## config.mk

```make
export PLATFORM = sky130hd
export DESIGN_NAME = pll_mdrp_ctrl_flat
export DESIGN_NICKNAME = d
export VERILOG_FILES = /design/src/rtl/pll_mdrp_ctrl_if.sv /design/src/rtl/pll_mdrp_ctrl.sv /design/src/flat_wrapper.sv
export SDC_FILE = /design/constraint.sdc
export NUM_CORES = 1
export LEC_CHECK = 0
export CAP_MARGIN = 20
export CELL_PAD_IN_SITES_DETAIL_PLACEMENT = 1
export CELL_PAD_IN_SITES_GLOBAL_PLACEMENT = 2
export CORE_MARGIN = 2
export CORE_UTILIZATION = 25
export DETAILED_ROUTE_END_ITERATION = 16
export DONT_BUFFER_PORTS = 1
export GPL_ROUTABILITY_DRIVEN = 0
export PLACE_DENSITY_LB_ADDON = 0.12
export SETUP_SLACK_MARGIN = 0.5
export SKIP_LAST_GASP = 1
export SLEW_MARGIN = 20
export SYNTH_ARGS = -nofsm -noshare
export SYNTH_HDL_FRONTEND = slang
export SYNTH_SLANG_ARGS = --single-unit
```

## constraint.sdc

```tcl
create_clock -name clk -period 3.7 [get_ports clk]
set_clock_uncertainty 0.05 [all_clocks]
set_input_delay 0.555 -clock clk [delete_from_list [all_inputs] [get_ports clk]]
set_output_delay 0.555 -clock clk [all_outputs]
set_load 0.02 [all_outputs]
```

## src/rtl/pll_mdrp_ctrl_if.sv

```systemverilog
// Host request/response channel of the PLL mode-data port controller.
// The host side uses the master modport; the controller uses slave.
interface pll_mdrp_ctrl_if;
   logic       req_valid;
   logic       req_ready;
   logic       req_write;
   logic       req_commit;
   logic [6:0] req_addr;
   logic [7:0] req_wdata;
   logic       rsp_valid;
   logic [7:0] rsp_rdata;
   logic       rsp_err;

   modport master (
      output req_valid, req_write, req_commit, req_addr, req_wdata,
      input  req_ready, rsp_valid, rsp_rdata, rsp_err
   );

   modport slave (
      input  req_valid, req_write, req_commit, req_addr, req_wdata,
      output req_ready, rsp_valid, rsp_rdata, rsp_err
   );
endinterface

```

## src/rtl/pll_mdrp_ctrl.sv

```systemverilog
// PLL mode-data port controller: turns host read/write requests into address-load
// and opcode strobes, and for commit writes pulses the PLL reset and waits for lock.
module pll_mdrp_ctrl #(
   parameter int RST_CYCLES   = 16,
   parameter int LOCK_TIMEOUT = 65535
) (
   input  logic           clk,
   input  logic           reset_n,
   pll_mdrp_ctrl_if.slave host,
   output logic [1:0]     mdopc,
   output logic           mdainc,
   output logic [7:0]     mdwdi,
   input  logic [7:0]     mdrdo,
   input  logic           pll_lock,
   output logic           pll_reset
);
   localparam logic [1:0]  OPC_NOP   = 2'b00;
   localparam logic [1:0]  OPC_WR    = 2'b01;
   localparam logic [1:0]  OPC_RD    = 2'b10;
   localparam logic [15:0] RST_LAST  = 16'(RST_CYCLES - 1);
   localparam logic [15:0] LOCK_LAST = 16'(LOCK_TIMEOUT - 1);

   typedef enum logic [2:0] {IDLE, ADDR, OP, RD_W1, RD_W2, PRST, LOCKW, RSP} state_t;

   state_t      state, state_nxt;
   logic        hs;
   logic        ready_q;
   logic        wr_q, commit_q;
   logic [7:0]  wdata_q;
   logic        err_q, err_nxt;
   logic [15:0] cnt, cnt_nxt;
   logic        lock_p0, lock_p1;
   logic [1:0]  mdopc_d;
   logic        mdainc_d;
   logic [7:0]  mdwdi_d;
   logic        rsp_valid_q, rsp_err_q;
   logic [7:0]  rsp_rdata_q;

   assign host.req_ready = ready_q;
   assign host.rsp_valid = rsp_valid_q;
   assign host.rsp_err   = rsp_err_q;
   assign host.rsp_rdata = rsp_rdata_q;

   // Next-state and next-output decode; every output is registered from these
   always_comb begin
      state_nxt = state;
      cnt_nxt   = cnt;
      err_nxt   = err_q;
      mdopc_d   = OPC_NOP;
      mdainc_d  = 1'b0;
      mdwdi_d   = 8'h00;
      hs        = host.req_valid && ready_q;
      unique case (state)
         IDLE: begin
            if (hs) begin
               state_nxt = ADDR;
               err_nxt   = 1'b0;
               mdainc_d  = 1'b1;
               mdwdi_d   = {1'b0, host.req_addr};
            end
         end
         ADDR: begin
            state_nxt = OP;
            mdopc_d   = wr_q ? OPC_WR : OPC_RD;
            mdwdi_d   = wr_q ? wdata_q : 8'h00;
         end
         OP: begin
            cnt_nxt = 16'h0000;
            if (!wr_q)         state_nxt = RD_W1;
            else if (commit_q) state_nxt = PRST;
            else               state_nxt = RSP;
         end
         RD_W1: state_nxt = RD_W2;
         RD_W2: state_nxt = RSP;
         PRST: begin
            if (cnt == RST_LAST) begin
               state_nxt = LOCKW;
               cnt_nxt   = 16'h0000;
            end else begin
               cnt_nxt = cnt + 16'd1;
            end
         end
         LOCKW: begin
            // lock is tested first so a lock arriving on the timeout cycle still succeeds
            if (lock_p1) begin
               state_nxt = RSP;
               err_nxt   = 1'b0;
            end else if (cnt == LOCK_LAST) begin
               state_nxt = RSP;
               err_nxt   = 1'b1;
            end else begin
               cnt_nxt = cnt + 16'd1;
            end
         end
         RSP:     state_nxt = IDLE;
         default: state_nxt = IDLE;
      endcase
   end

   // State, lock synchronizer (p0 -> p1) and registered outputs
   always_ff @(posedge clk or negedge reset_n) begin
      if (!reset_n) begin
         state       <= IDLE;
         ready_q     <= 1'b0;
         wr_q        <= 1'b0;
         commit_q    <= 1'b0;
         wdata_q     <= 8'h00;
         err_q       <= 1'b0;
         cnt         <= 16'h0000;
         lock_p0     <= 1'b0;
         lock_p1     <= 1'b0;
         mdopc       <= OPC_NOP;
         mdainc      <= 1'b0;
         mdwdi       <= 8'h00;
         pll_reset   <= 1'b0;
         rsp_valid_q <= 1'b0;
         rsp_err_q   <= 1'b0;
         rsp_rdata_q <= 8'h00;
      end else begin
         state       <= state_nxt;
         cnt         <= cnt_nxt;
         err_q       <= err_nxt;
         lock_p0     <= pll_lock;
         lock_p1     <= lock_p0;
         ready_q     <= (state_nxt == IDLE);
         mdopc       <= mdopc_d;
         mdainc      <= mdainc_d;
         mdwdi       <= mdwdi_d;
         pll_reset   <= (state_nxt == PRST);
         rsp_valid_q <= (state_nxt == RSP);
         rsp_err_q   <= (state_nxt == RSP) && err_nxt;
         if (hs) begin
            wr_q     <= host.req_write;
            commit_q <= host.req_write && host.req_commit;
            wdata_q  <= host.req_wdata;
         end
         if (state == RD_W2) rsp_rdata_q <= mdrdo;
      end
   end
endmodule
```

## src/flat_wrapper.sv

```systemverilog
// flat-port wrapper written by rule: the top's interface ports become plain ports
module pll_mdrp_ctrl_flat 
#(
   parameter int RST_CYCLES   = 16,
   parameter int LOCK_TIMEOUT = 65535
)
  (clk, reset_n, mdopc, mdainc, mdwdi, mdrdo, pll_lock, pll_reset, host_req_valid, host_req_write, host_req_commit, host_req_addr, host_req_wdata, host_req_ready, host_rsp_valid, host_rsp_rdata, host_rsp_err);
  pll_mdrp_ctrl_if host_i ();
  input  logic clk;
  input  logic reset_n;
  output logic [1:0] mdopc;
  output logic mdainc;
  output logic [7:0] mdwdi;
  input  logic [7:0] mdrdo;
  input  logic pll_lock;
  output logic pll_reset;
  input wire logic [$bits(host_i.req_valid)-1:0] host_req_valid;
  input wire logic [$bits(host_i.req_write)-1:0] host_req_write;
  input wire logic [$bits(host_i.req_commit)-1:0] host_req_commit;
  input wire logic [$bits(host_i.req_addr)-1:0] host_req_addr;
  input wire logic [$bits(host_i.req_wdata)-1:0] host_req_wdata;
  output wire logic [$bits(host_i.req_ready)-1:0] host_req_ready;
  output wire logic [$bits(host_i.rsp_valid)-1:0] host_rsp_valid;
  output wire logic [$bits(host_i.rsp_rdata)-1:0] host_rsp_rdata;
  output wire logic [$bits(host_i.rsp_err)-1:0] host_rsp_err;
  assign host_i.req_valid = host_req_valid;
  assign host_i.req_write = host_req_write;
  assign host_i.req_commit = host_req_commit;
  assign host_i.req_addr = host_req_addr;
  assign host_i.req_wdata = host_req_wdata;
  assign host_req_ready = host_i.req_ready;
  assign host_rsp_valid = host_i.rsp_valid;
  assign host_rsp_rdata = host_i.rsp_rdata;
  assign host_rsp_err = host_i.rsp_err;
  pll_mdrp_ctrl #(.RST_CYCLES(RST_CYCLES), .LOCK_TIMEOUT(LOCK_TIMEOUT)) u_core (.clk(clk), .reset_n(reset_n), .host(host_i), .mdopc(mdopc), .mdainc(mdainc), .mdwdi(mdwdi), .mdrdo(mdrdo), .pll_lock(pll_lock), .pll_reset(pll_reset));
endmodule
```

==> results.md <==
Run status:
- The flow ran to the end, and the final reports show no timing, DRC or antenna violations.

Final layout:
- In the final layout, flip-flops and latches occupy about 1400 µm².
- The area added between synthesis and finish is 7.950%.
- The commonest non-fill, non-tap cell in the layout is dfrtp_1.
- Of the cells placed in the final design, the portion with a size suffix greater than 1 is 0.1667.
- The number of antenna diodes in the final layout is 0.
- Leaving out filler cells and counting taps, the final layout contains 349.
- The multi-input combinational cells in the finished layout cover a total of 1020 µm².
- The filler cells instantiated in the layout total around 1.1k.
- The final net count is 246.
- The top cell types in the final layout, fill and taps aside, are dfrtp_1 (55), nor2_1 (24), mux2_2 (17).
- The post-route cell area is 2701 µm².

Synthesis:
- The share of the synthesized area in the top cell type is 0.5500.
- The number of instances in the synthesized netlist is 217.
- The fraction of the mapped netlist area in adder cells is 0.01000.
- Of the total synthesized cell area, the portion taken by XOR and XNOR cells is 0.02450.
- The sequential fraction of the synthesis area is 0.5500.
- The largest area contributor in the netlist is dfrtp_1.
- Among all flip-flop cells after synthesis, the most frequent one is dfrtp_1.
- The share of flip-flops with an asynchronous set or reset after synthesis is 1.000.
- The portion of netlist area occupied by mux cells is 0.08050.
- Of the total synthesized cell area, the portion taken by AND, OR, NAND and NOR gates is 0.1795.
- The complex-gate fraction of the synthesized area was 0.1110.
- Synthesis produced a netlist with a net count of 248.
- By area the synthesized netlist is led by dfrtp_1 (55%), mux2_2 (7.6%), nor2_1 (3.6%), a22o_1 (3.1%), nor3_1 (1.8%).
- The synthesized design contains 55 register bits.
- By area, the combinational part of the netlist is dominated by simple AND/OR/NAND/NOR gates.
- The number of warnings printed during yosys synthesis is 0.
- The post-synthesis average cell area is approximately 12 µm².
- The number of flops mapped to enable cells by yosys is 0.
- The number of distinct library cells after synthesis is 47.
- The area of the mapped netlist is 2502 µm².

Critical path:
- The destination of the worst register-to-register timing path is u_core.cnt[0]$_DFFE_PN0P_.
- The start point of the critical path is u_core.state[0]$_DFF_PN0_.
- On the worst path, the slowest cell contributes a delay of 0.73 ns.
- STA classifies the critical path startpoint as a flip-flop.
- The slowest cell on the critical path is or4_1.
- The critical path is of the reg2reg type.
- The number of cell instances on the worst register-to-register path is 5.
- At the worst endpoint, the required time is 3.85 ns.
- The type of destination of the critical path is a flip-flop.
- Grouping stages by cell kind, the critical path spends the most delay in simple AND/OR/NAND/NOR gates.
- The peak fanout along the critical path is 17.
- The arrival time of data at the critical path endpoint is around 2.6 ns.
- The critical path contains buffers and inverters numbering 0 combined.
- The setup slack on the worst flop-to-flop path is 1.21 ns.
- The signal on the critical path passes through nand3b_1 -> or4_1 -> o21ai_2 -> nor3_1 -> a21o_1.
- The startpoint of the lowest-slack register-to-register path is u_core.state[0]$_DFF_PN0_.

Clocking:
- The longest clock path from root to sink contains 2 buffers.
- The clock insertion delay at the later pin of the skew report is 0.31 ns.
- The H-tree depth is 2.
- Clock-pin slew was measured on the worst setup and hold paths at 0.11 ns.
- The number of clock buffers inserted by TritonCTS is 5.
- The cell sitting at the root of the clock tree is a clkbuf_8.
- After clock tree synthesis, the setup repair step added 0 buffers.
- TritonCTS built the clock tree.
- The clock net in this run drives a total of 55 sinks.

Floorplan:
- In this run the horizontal extent of the chip is ~100 µm.
- The core region is 9729 µm².
- The die outline area is 10830 µm².
- From bottom edge to top edge, the die measures about 100 µm.
- The initial core utilization is 0.2572.
- The site row count is 36.
- The boundary pin count is 52.

Power:
- The worst-case IR drop observed on VDD is 0.2325 mV.
- Power spread over the standard cell area amounts to 674.1 nW/µm².
- The leakage component of the power is roughly 1.1 nW.

Placement:
- Buffers placed on the I/O ports in this run total 0.
- The instance area after placement is 2580 µm².
- The estimated wirelength of the detail-placed design is roughly 4.2 mm.
- The instance count after placement with tap cells included is 340.
- Before CTS, the worst setup slack after placement is 1.227 ns.

Timing:
- The worst-margin pin slew is about 0.67 ns.
- The relative slew slack is 0.5497.
- The final total negative setup slack is 0 ns.
- Of the available clock period, the critical path in the final layout requires 0.6737.
- The max-slew violation count is 0.
- The hold violation count in the final report is 0.
- Setup repair after global routing left no endpoint under its margin.
- The worst path in the final design needs a cycle of 2.493 ns, including I/O delays and setup.
- The slack of the critical path is ~1.2 ns.
- The upper clock frequency limit is 0.4012 GHz.
- Setup violations remaining at the end of the flow were counted as 0.

Global routing:
- The total congestion overflow is 0.
- The largest net degree at the start of global routing is 56.
- The global-route wire length before repair is 9.915 mm.
- The via count of the first global-routing pass was 1889.
- The number of antenna violations at the first check in global routing was 0.
- The global routing usage summed across all routing layers is 0.1153.

Detailed routing:
- The count of nets left with antenna violations after detail routing is 0.
- The post-detailed-route DRC marker count is 0.
- The iteration-0 DRC count of the detailed router is 43.
- Using the TritonRoute via totals, the vias-per-cell ratio works out to 4.762.
- The first-pass detailed-route iteration total is 4.
- Detailed routing inserted a total of 1662 vias.
- The average routed wire per standard cell is 16.77 µm.
- For this block, the routed nets add up to 5.854 mm of wire.

Min path:
- The tightest min-delay check is of the in2async type.

Flow run:
- The max-capacitance violation count is 0.
-- layer usage --
metal,up-vias,GRT usage,share of wire
met5,-,0,0
met4,0,0.03185,0.0065
met3,2,0.02945,0.037
met2,36,0.1898,0.49
met1,840,0.1504,0.46
li1,784,-,-
-- synthesized netlist by cell type, types with 5 or more instances --
cell type  number
dfrtp_1        55
nand2_1        10
xor2_1          5
nor3_1          9
a22o_1          9
nor2_1         24
mux2_2         17
nand3_1         7
nand4_1         6
a21oi_1         7
inv_1           5
-- sequential cells by signal, indices dropped and copies added, names as in the netlist --
signal                 cells
u_core.host.req_ready      1
u_core.commit_q            1
u_core.wr_q                1
u_core.pll_reset           1
u_core.cnt                16
u_core.state               3
u_core.host.rsp_valid      1
u_core.lock_p0             1
u_core.wdata_q             8
u_core.lock_p1             1
u_core.mdainc              1
u_core.err_q               1
u_core.host.rsp_err        1
u_core.host.rsp_rdata      8
u_core.mdwdi               8
u_core.mdopc               2
-- worst max path at each step --
stage / endpoint / slack (ns) / cells after the start
5_1_grt: u_core.cnt[0]$_DFFE_PN0P_ / 0.98 / 5
2_1_floorplan: u_core.host.rsp_err$_DFF_PN0_ / 1.45 / 5
3_5_place_dp: u_core.cnt[0]$_DFFE_PN0P_ / 1.23 / 5
3_3_place_gp: u_core.host.rsp_err$_DFF_PN0_ / 1.28 / 5
4_1_cts: u_core.cnt[0]$_DFFE_PN0P_ / 1.20 / 5
6_report: u_core.cnt[0]$_DFFE_PN0P_ / 1.21 / 5
-- what timing repair did --
item	4_1_cts	5_1_grt
hold endpoints to repair	55	0
gates resized for setup	0	0
endpoints found under the setup margin	0	0
hold buffers	1	0
-- where the power goes --
group | leakage [nW] | total (mW) | internal, mW | switching (mW)
combinational | 0.367 | 0.488 | 0.216 | 0.272
clock | 0.0418 | 0.342 | 0.137 | 0.205
sequential | 0.716 | 0.991 | 0.753 | 0.238
total | 1.13 | 1.82 | 1.11 | 0.716
-- worst reg2reg max path, cell delays in order, from the launching register on --
cell      delay [ns]
dfrtp_1         0.59
nand3b_1        0.30
or4_1           0.73
o21ai_2         0.43
nor3_1          0.10
a21o_1          0.18
-- metrics by stage --
stage | power, mW | hold slack, ns | utilization
final | 1.821 | 0.03665 | 0.2776
after global routing | 1.972 | 0.04225 | 0.2776
after CTS | 1.859 | 0.05004 | 0.2771
after detailed placement | 1.488 | 0.2141 | 0.2652
after global placement | 1.460 | 0.2135 | 0.2652
after floorplan | 1.410 | 0.2094 | -
-- area by class of cell --
cell class              count  area share
flip-flops and latches     55      0.5095
multi-input cells         146      0.3775
well taps                 133     0.06160
clock buffers               6     0.02686
repair buffers              1     0.01019
inverters                   6    0.008337
clock inverters             2    0.006021
-- cell families after synthesis --
| kind of cell | Yosys count |
|---|---|
| adder cells (fa/ha/maj) | 2 |
| XOR/XNOR | 7 |
| flip-flops | 55 |
| multiplexers | 18 |
| AO/OA/AOI/OAI | 36 |
| buffers and inverters | 16 |
| AND/OR/NAND/NOR | 83 |
Note: power is estimated with default switching activity, not from simulation.
